### src/rtl/alien_pkg.sv
// Shared types and defaults for the alien matrix centre scanner.
package alien_pkg;

    localparam int COORD_W = 11;

    typedef logic [COORD_W-1:0] coord_t;

    typedef enum logic [1:0] {
        IDLE,
        SCAN,
        DONE
    } scan_state_t;

    // Index width that stays legal for single-entry dimensions.
    function automatic int idx_w(input int n);
        return (n > 1) ? $clog2(n) : 1;
    endfunction

endpackage

### src/rtl/alien_cell_center.sv
// Combinational centre of one alien cell: TL + cell offset + half a cell, wrapping at COORD_W bits.
module alien_cell_center
#(
    parameter int CELL_BITS = 5,
    parameter int COORD_W   = alien_pkg::COORD_W,
    parameter int COL_W     = 3,
    parameter int ROW_W     = 2
)(
    input  logic [COORD_W-1:0] tlx,
    input  logic [COORD_W-1:0] tly,
    input  logic [COL_W-1:0]   col,
    input  logic [ROW_W-1:0]   row,
    output logic [COORD_W-1:0] cx,
    output logic [COORD_W-1:0] cy
);

    localparam logic [COORD_W-1:0] HALF = COORD_W'(1) << (CELL_BITS - 1);

    always_comb begin
        cx = tlx + (COORD_W'(col) << CELL_BITS) + HALF;
        cy = tly + (COORD_W'(row) << CELL_BITS) + HALF;
    end

endmodule

### src/rtl/alien_center_scan.sv
// Walks the alien matrix row-major, presenting each cell centre over a valid/ready handshake.
// Define ALIEN_SCAN_SKIP_DEAD_EN to suppress valid on dead cells (each still costs one cycle).
module alien_center_scan
    import alien_pkg::*;
#(
    parameter int CELL_BITS = 5,
    parameter int COLS      = 8,
    parameter int ROWS      = 4,
    parameter int COORD_W   = alien_pkg::COORD_W,
    localparam int COL_W    = alien_pkg::idx_w(COLS),
    localparam int ROW_W    = alien_pkg::idx_w(ROWS)
)(
    input  logic                 clk,
    input  logic                 resetN,
    input  logic                 start,
    input  logic [COORD_W-1:0]   alienMatrixTLX,
    input  logic [COORD_W-1:0]   alienMatrixTLY,
    input  logic [ROWS*COLS-1:0] aliveMask,
    input  logic                 centerReady,
    output logic                 centerValid,
    output logic [COORD_W-1:0]   centerX,
    output logic [COORD_W-1:0]   centerY,
    output logic [COL_W-1:0]     centerCol,
    output logic [ROW_W-1:0]     centerRow,
    output logic                 centerAlive,
    output logic                 busy,
    output logic                 done
);

    localparam logic [COL_W-1:0] COL_LAST = COL_W'(COLS - 1);
    localparam logic [ROW_W-1:0] ROW_LAST = ROW_W'(ROWS - 1);

    scan_state_t          state, state_nx;
    logic [COORD_W-1:0]   tlx_q, tly_q, sel_tlx, sel_tly, cx, cy;
    logic [ROWS*COLS-1:0] mask_q;
    logic [COL_W-1:0]     col_nx;
    logic [ROW_W-1:0]     row_nx;
    logic                 advance, last, start_ok, nxt_alive;

    // The registered outputs double as the scan index; one centre unit
    // serves both the start load (live inputs) and every later step (latched TL).
    alien_cell_center #(
        .CELL_BITS (CELL_BITS),
        .COORD_W   (COORD_W),
        .COL_W     (COL_W),
        .ROW_W     (ROW_W)
    ) u_center (
        .tlx (sel_tlx),
        .tly (sel_tly),
        .col (col_nx),
        .row (row_nx),
        .cx  (cx),
        .cy  (cy)
    );

    always_comb begin
        state_nx  = state;
        col_nx    = centerCol;
        row_nx    = centerRow;
        sel_tlx   = tlx_q;
        sel_tly   = tly_q;
        nxt_alive = mask_q[1];
        start_ok  = 1'b0;
        advance   = 1'b0;
        last      = (centerCol == COL_LAST) && (centerRow == ROW_LAST);
        unique case (state)
            IDLE: begin
                if (start) begin
                    state_nx  = SCAN;
                    start_ok  = 1'b1;
                    col_nx    = '0;
                    row_nx    = '0;
                    sel_tlx   = alienMatrixTLX;
                    sel_tly   = alienMatrixTLY;
                    nxt_alive = aliveMask[0];
                end
            end
            SCAN: begin
                // A cell without valid (dead, in skip builds) retires on its own.
                advance = centerReady || !centerValid;
                if (advance) begin
                    if (last) begin
                        state_nx = DONE;
                    end else if (centerCol == COL_LAST) begin
                        col_nx = '0;
                        row_nx = centerRow + ROW_W'(1);
                    end else begin
                        col_nx = centerCol + COL_W'(1);
                    end
                end
            end
            DONE: state_nx = IDLE;
            default: state_nx = IDLE;
        endcase
    end

    always_ff @(posedge clk) begin
        if (!resetN) begin
            state       <= IDLE;
            tlx_q       <= '0;
            tly_q       <= '0;
            mask_q      <= '0;
            centerValid <= 1'b0;
            centerX     <= '0;
            centerY     <= '0;
            centerCol   <= '0;
            centerRow   <= '0;
            centerAlive <= 1'b0;
            busy        <= 1'b0;
            done        <= 1'b0;
        end else begin
            state <= state_nx;
            busy  <= (state_nx != IDLE);
            done  <= (state == SCAN) && (state_nx == DONE);
            if (start_ok) begin
                tlx_q  <= alienMatrixTLX;
                tly_q  <= alienMatrixTLY;
                mask_q <= aliveMask;
            end else if (advance) begin
                mask_q <= mask_q >> 1;
            end
            if (start_ok || (advance && !last)) begin
                centerX     <= cx;
                centerY     <= cy;
                centerCol   <= col_nx;
                centerRow   <= row_nx;
                centerAlive <= nxt_alive;
`ifdef ALIEN_SCAN_SKIP_DEAD_EN
                centerValid <= nxt_alive;
`else
                centerValid <= 1'b1;
`endif
            end else if (advance && last) begin
                centerValid <= 1'b0;
            end
        end
    end

endmodule

### config.mk
export PLATFORM = sky130hd
export DESIGN_NAME = alien_center_scan
export DESIGN_NICKNAME = d
export VERILOG_FILES = /design/src/rtl/alien_pkg.sv /design/src/rtl/alien_cell_center.sv /design/src/rtl/alien_center_scan.sv
export SDC_FILE = /design/constraint.sdc
export NUM_CORES = 1
export LEC_CHECK = 0
export CAP_MARGIN = 10
export CORE_UTILIZATION = 35
export DETAILED_ROUTE_END_ITERATION = 10
export GPL_ROUTABILITY_DRIVEN = 0
export GPL_TIMING_DRIVEN = 0
export HOLD_SLACK_MARGIN = 0.15
export PLACE_DENSITY = 0.59
export REMOVE_ABC_BUFFERS = 1
export SLEW_MARGIN = 20
export SYNTH_ARGS = -nofsm -noshare
export SYNTH_HDL_FRONTEND = slang
export SYNTH_SLANG_ARGS = --single-unit
### constraint.sdc
create_clock -name clk -period 3.3 [get_ports clk]
set_clock_uncertainty 0.05 [all_clocks]
set_input_delay 0.66 -clock clk [delete_from_list [all_inputs] [get_ports clk]]
set_output_delay 0.66 -clock clk [all_outputs]
set_load 0.1 [all_outputs]
==> metrics.md <==
| Metric | Value |
|---|---|
| Run status | `finished clean` |
| Dpl cells | `between 600 and 700` |
| Pre-CTS setup slack | `-0.7991 ns` |
| Fin nets | `about 600` |
| CTS Hold Buffers Added | `0` |
| Num CTS Buffers | `9` |
| Critical path capture point type | `flip-flop` |
| Wirelength per Cell | `roughly 13 um` |
| Final period util | `0.9674` |
| Post-Syn Area | `around 3800 sq um` |
| Clk_lat worst skew | `around 0.35 ns` |
| Final slew viol count | `0` |
| Leakage | `1.915 nW` |
| Drt total wl | `~9000 um` |
| R2R Path Start | `centerCol[0]` |
| Non-Filler Instances | `670` |
| Post-synthesis sequential area ratio | `0.4529` |
| Post-Route M1 WL | `between 4000 and 5000 um` |
| Grt ovf | `0` |
| Die ar. | `11280 sq um` |
| Slew @ Worst Pin | `1.017 ns` |
| Port bufs | `88` |
| Clk slew on worst S/H paths | `roughly 0.090 ns` |
| Die W | `106.2 um` |
| Total number of vias | `~3.4k` |
| Vias per cell | `5.028` |
| Vias in the first global route | `3158` |
| Antenna violations before repair | `0` |
| CP startpoint kind | `input pin` |
| Fraction of layout cells with a size suffix above 1 | `0.09925` |
| Row count | `37` |
| Crit Path Class | `in -> reg` |
| Final Critical Period | `around 3.2 ns` |
| Hold depth | `2` |
| Core Area | `~10000 sq um` |
| Netlist cell types | `41` |
| Syn. warnings | `0` |
| R2R depth | `12` |
| Max Buffers Root-to-Sink | `2` |
| # DRC | `0` |
| Final setup vio count | `0` |
| PnR worst setup slack | `~0.11 ns` |
| Max-slew headroom | `0.3199` |
| Hold EP | `centerX[6]` |
| Max IR drop VDD | `0.0002259 V` |
| Final Hold Fails | `0` |
| Initial drt markers | `between 150 and 200` |
| Req. time, crit path | `about 3.5 ns` |
| Flops & latches, synth | `86` |
| PwrDens | `496.3 nW/um^2` |
| Synth Instances | `roughly 450` |
| Reg2Reg Setup Slack | `0.27 ns` |
| CTS tree | `yes` |
| HPWL after DPL | `between 5000 and 6000 um` |
| Synth-to-Final Area Change | `34.20%` |
| Root Driver | `clkbuf_8` |
| I/O pins | `89` |
| CTS H-tree depth | `3` |
| CTS sink cnt | `86` |
| Total GRT Usage | `0.1667` |
| Crit-path max FO | `between 60 and 70` |
| CP arrival | `roughly 3.4 ns` |
| Diodes inserted | `0` |
| Starting density of the core | `0.3649` |
| Largest net degree at the start of global routing | `81` |
| PnR Total Power | `~0.0025 W` |
| Count of antenna-violating nets left after detailed routing | `0` |
| Reg2reg end | `centerX[9]` |
| Met3 wire len | `536 um` |
| Met2 WL | `a little over 4000 um` |
| DRT Pass-1 Iters | `5` |
| Highest metal layer with signal wires | `met4` |
| Post-Syn Area per Cell | `8.428 sq um` |
| MaxCap Viol Count | `0` |
| Global-route wire length before repair | `14980 um` |
| Die Ht | `106.2 um` |
| Min-Delay Path Class | `reg -> reg` |
| Highest Clock Rate | `between 300 and 400 MHz` |
| Worst hold start | `centerX[6]` |
==> cells by family after synthesis <==
| kind of cell | share of synthesized area |
|---|---|
| fa+ha+maj | 0.03687 |
| mux | 0.06386 |
| simple gates | 0.2255 |
| xor+xnor | 0.01383 |
| flops | 0.4529 |
| compound gates | 0.1639 |
| buf+inv | 0.04312 |
==> layout make-up <==
type	count	area, sq um
inverters	6	25.02
well taps	136	170.2
fillers	1027	5315
multi-input cells	328	2011
flip-flops and latches	86	1722
clock buffers	12	135.1
repair buffers	98	991.0
clock inverters	4	47.55
==> cell usage after synthesis, drive strengths merged <==
cell,number,area share
o21bai,1,0.0020
xor2,3,0.0069
a31o,2,0.0046
a22oi,3,0.0059
nor4b,1,0.0023
a211oi,6,0.012
o21ai,6,0.0079
nor3,4,0.0053
mux2i,13,0.034
and2,4,0.0066
nor3b,1,0.0049
ha,8,0.026
nand4,2,0.0072
a22o,3,0.0069
nand3,10,0.013
a311oi,31,0.073
buf,12,0.017
a31oi,1,0.0016
or3b,1,0.0023
nand2b,6,0.0099
o211a,1,0.0026
nand3b,1,0.0020
and2b,1,0.0020
xnor2,3,0.0069
nand2,111,0.11
mux2,10,0.030
nor2,51,0.050
dfxtp,86,0.45
nor4,3,0.0066
clkbuf,20,0.020
a21oi,36,0.047
nor2b,1,0.0016
fa,2,0.011
inv,6,0.0059
or3,1,0.0016
==> stage by stage <==
step / utilization / hold WS (ns) / cell area, sq um / TNS [ns]
floorplan: - / 0.3838 / 3660 / -1.211
global placement: 0.4523 / 0.3898 / 4711 / -15.81
detailed placement: 0.4583 / 0.3975 / 4773 / -4.009
CTS: 0.4806 / 0.4083 / 5006 / 0
global route: 0.4897 / 0.4372 / 5101 / -0.006947
finish: 0.4897 / 0.4056 / 5101 / 0
==> per-layer routing <==
metal  vias up  track usage
met1      1558       0.2180
li1       1721            -
met5         -            0
met4         0      0.04365
met2        82       0.2607
met3         8      0.05763
==> how the worst max path moves through the flow <==
stage / from / to / slack, ns / cells past startpoint
floorplan: centerCol[0] / centerX[10] / -0.48 / 11
global placement: start / centerX[9] / -1.82 / 11
detailed placement: centerReady / centerX[10] / -0.80 / 11
CTS: centerReady / centerX[9] / 0.006 / 12
global route: centerReady / centerX[10] / -0.007 / 11
finish: start / centerX[9] / 0.11 / 11
==> where the power goes <==
group / internal [W] / switching, W
clock network: 0.000349 / 0.000365
logic: 0.000231 / 0.000427
registers: 0.00112 / 0.0000412
total: 0.00170 / 0.000833
==> critical path, cell delays in order <==
cell and delay, ns:
clkdlybuf4s50_1 0.55, or3b_4 0.44, buf_16 0.21, nand2_1 0.12, nand2_1 0.06, ha_1 0.35, nand3_1 0.09, mux2_2 0.29
a311oi_1 0.31, xor2_1 0.17, o21ai_0 0.10
==> cell usage in the layout (no fill, tap or decap), types with 2 or more instances in the layout <==
| master | Yosys | layout |
|---|---|---|
| a22oi_1 | 3 | 3 |
| buf_8 | 0 | 2 |
| mux2i_1 | 13 | 11 |
| nand3_1 | 10 | 9 |
| nor4_1 | 2 | 2 |
| nor2_1 | 51 | 51 |
| nand2_1 | 111 | 109 |
| a211oi_2 | 0 | 2 |
| xnor2_1 | 3 | 3 |
| a21oi_2 | 0 | 2 |
| ha_1 | 8 | 8 |
| clkbuf_1 | 20 | 3 |
| clkinv_2 | 0 | 2 |
| dfxtp_1 | 86 | 86 |
| clkbuf_8 | 0 | 9 |
| o21ai_0 | 6 | 6 |
| a311oi_1 | 30 | 30 |
| inv_1 | 5 | 5 |
| a22o_1 | 3 | 3 |
| a211oi_1 | 6 | 4 |
| nor3_1 | 4 | 4 |
| and2_1 | 4 | 3 |
| a21oi_1 | 36 | 34 |
| clkdlybuf4s50_1 | 0 | 88 |
| buf_4 | 0 | 7 |
| fa_1 | 2 | 2 |
| mux2_2 | 10 | 10 |
| nand2b_1 | 6 | 5 |
| xor2_1 | 3 | 3 |
==> flip-flops by register name (all words and copies together) (netlist names) <==
register,cells
state,2
centerX,11
centerValid,1
done,1
centerCol,3
centerY,11
mask_q,31
tlx_q,11
busy,1
centerRow,2
tly_q,11
centerAlive,1
==> repair_timing <==
action                                  4_1_cts  5_1_grt
gates resized for setup                       6       10
gates cloned                                  0        1
hold endpoints to repair                      0        0
setup buffers                                 2        5
pin swaps                                     0        1
endpoints found under the setup margin        6        4
Note: power is estimated with default switching activity, not from simulation.
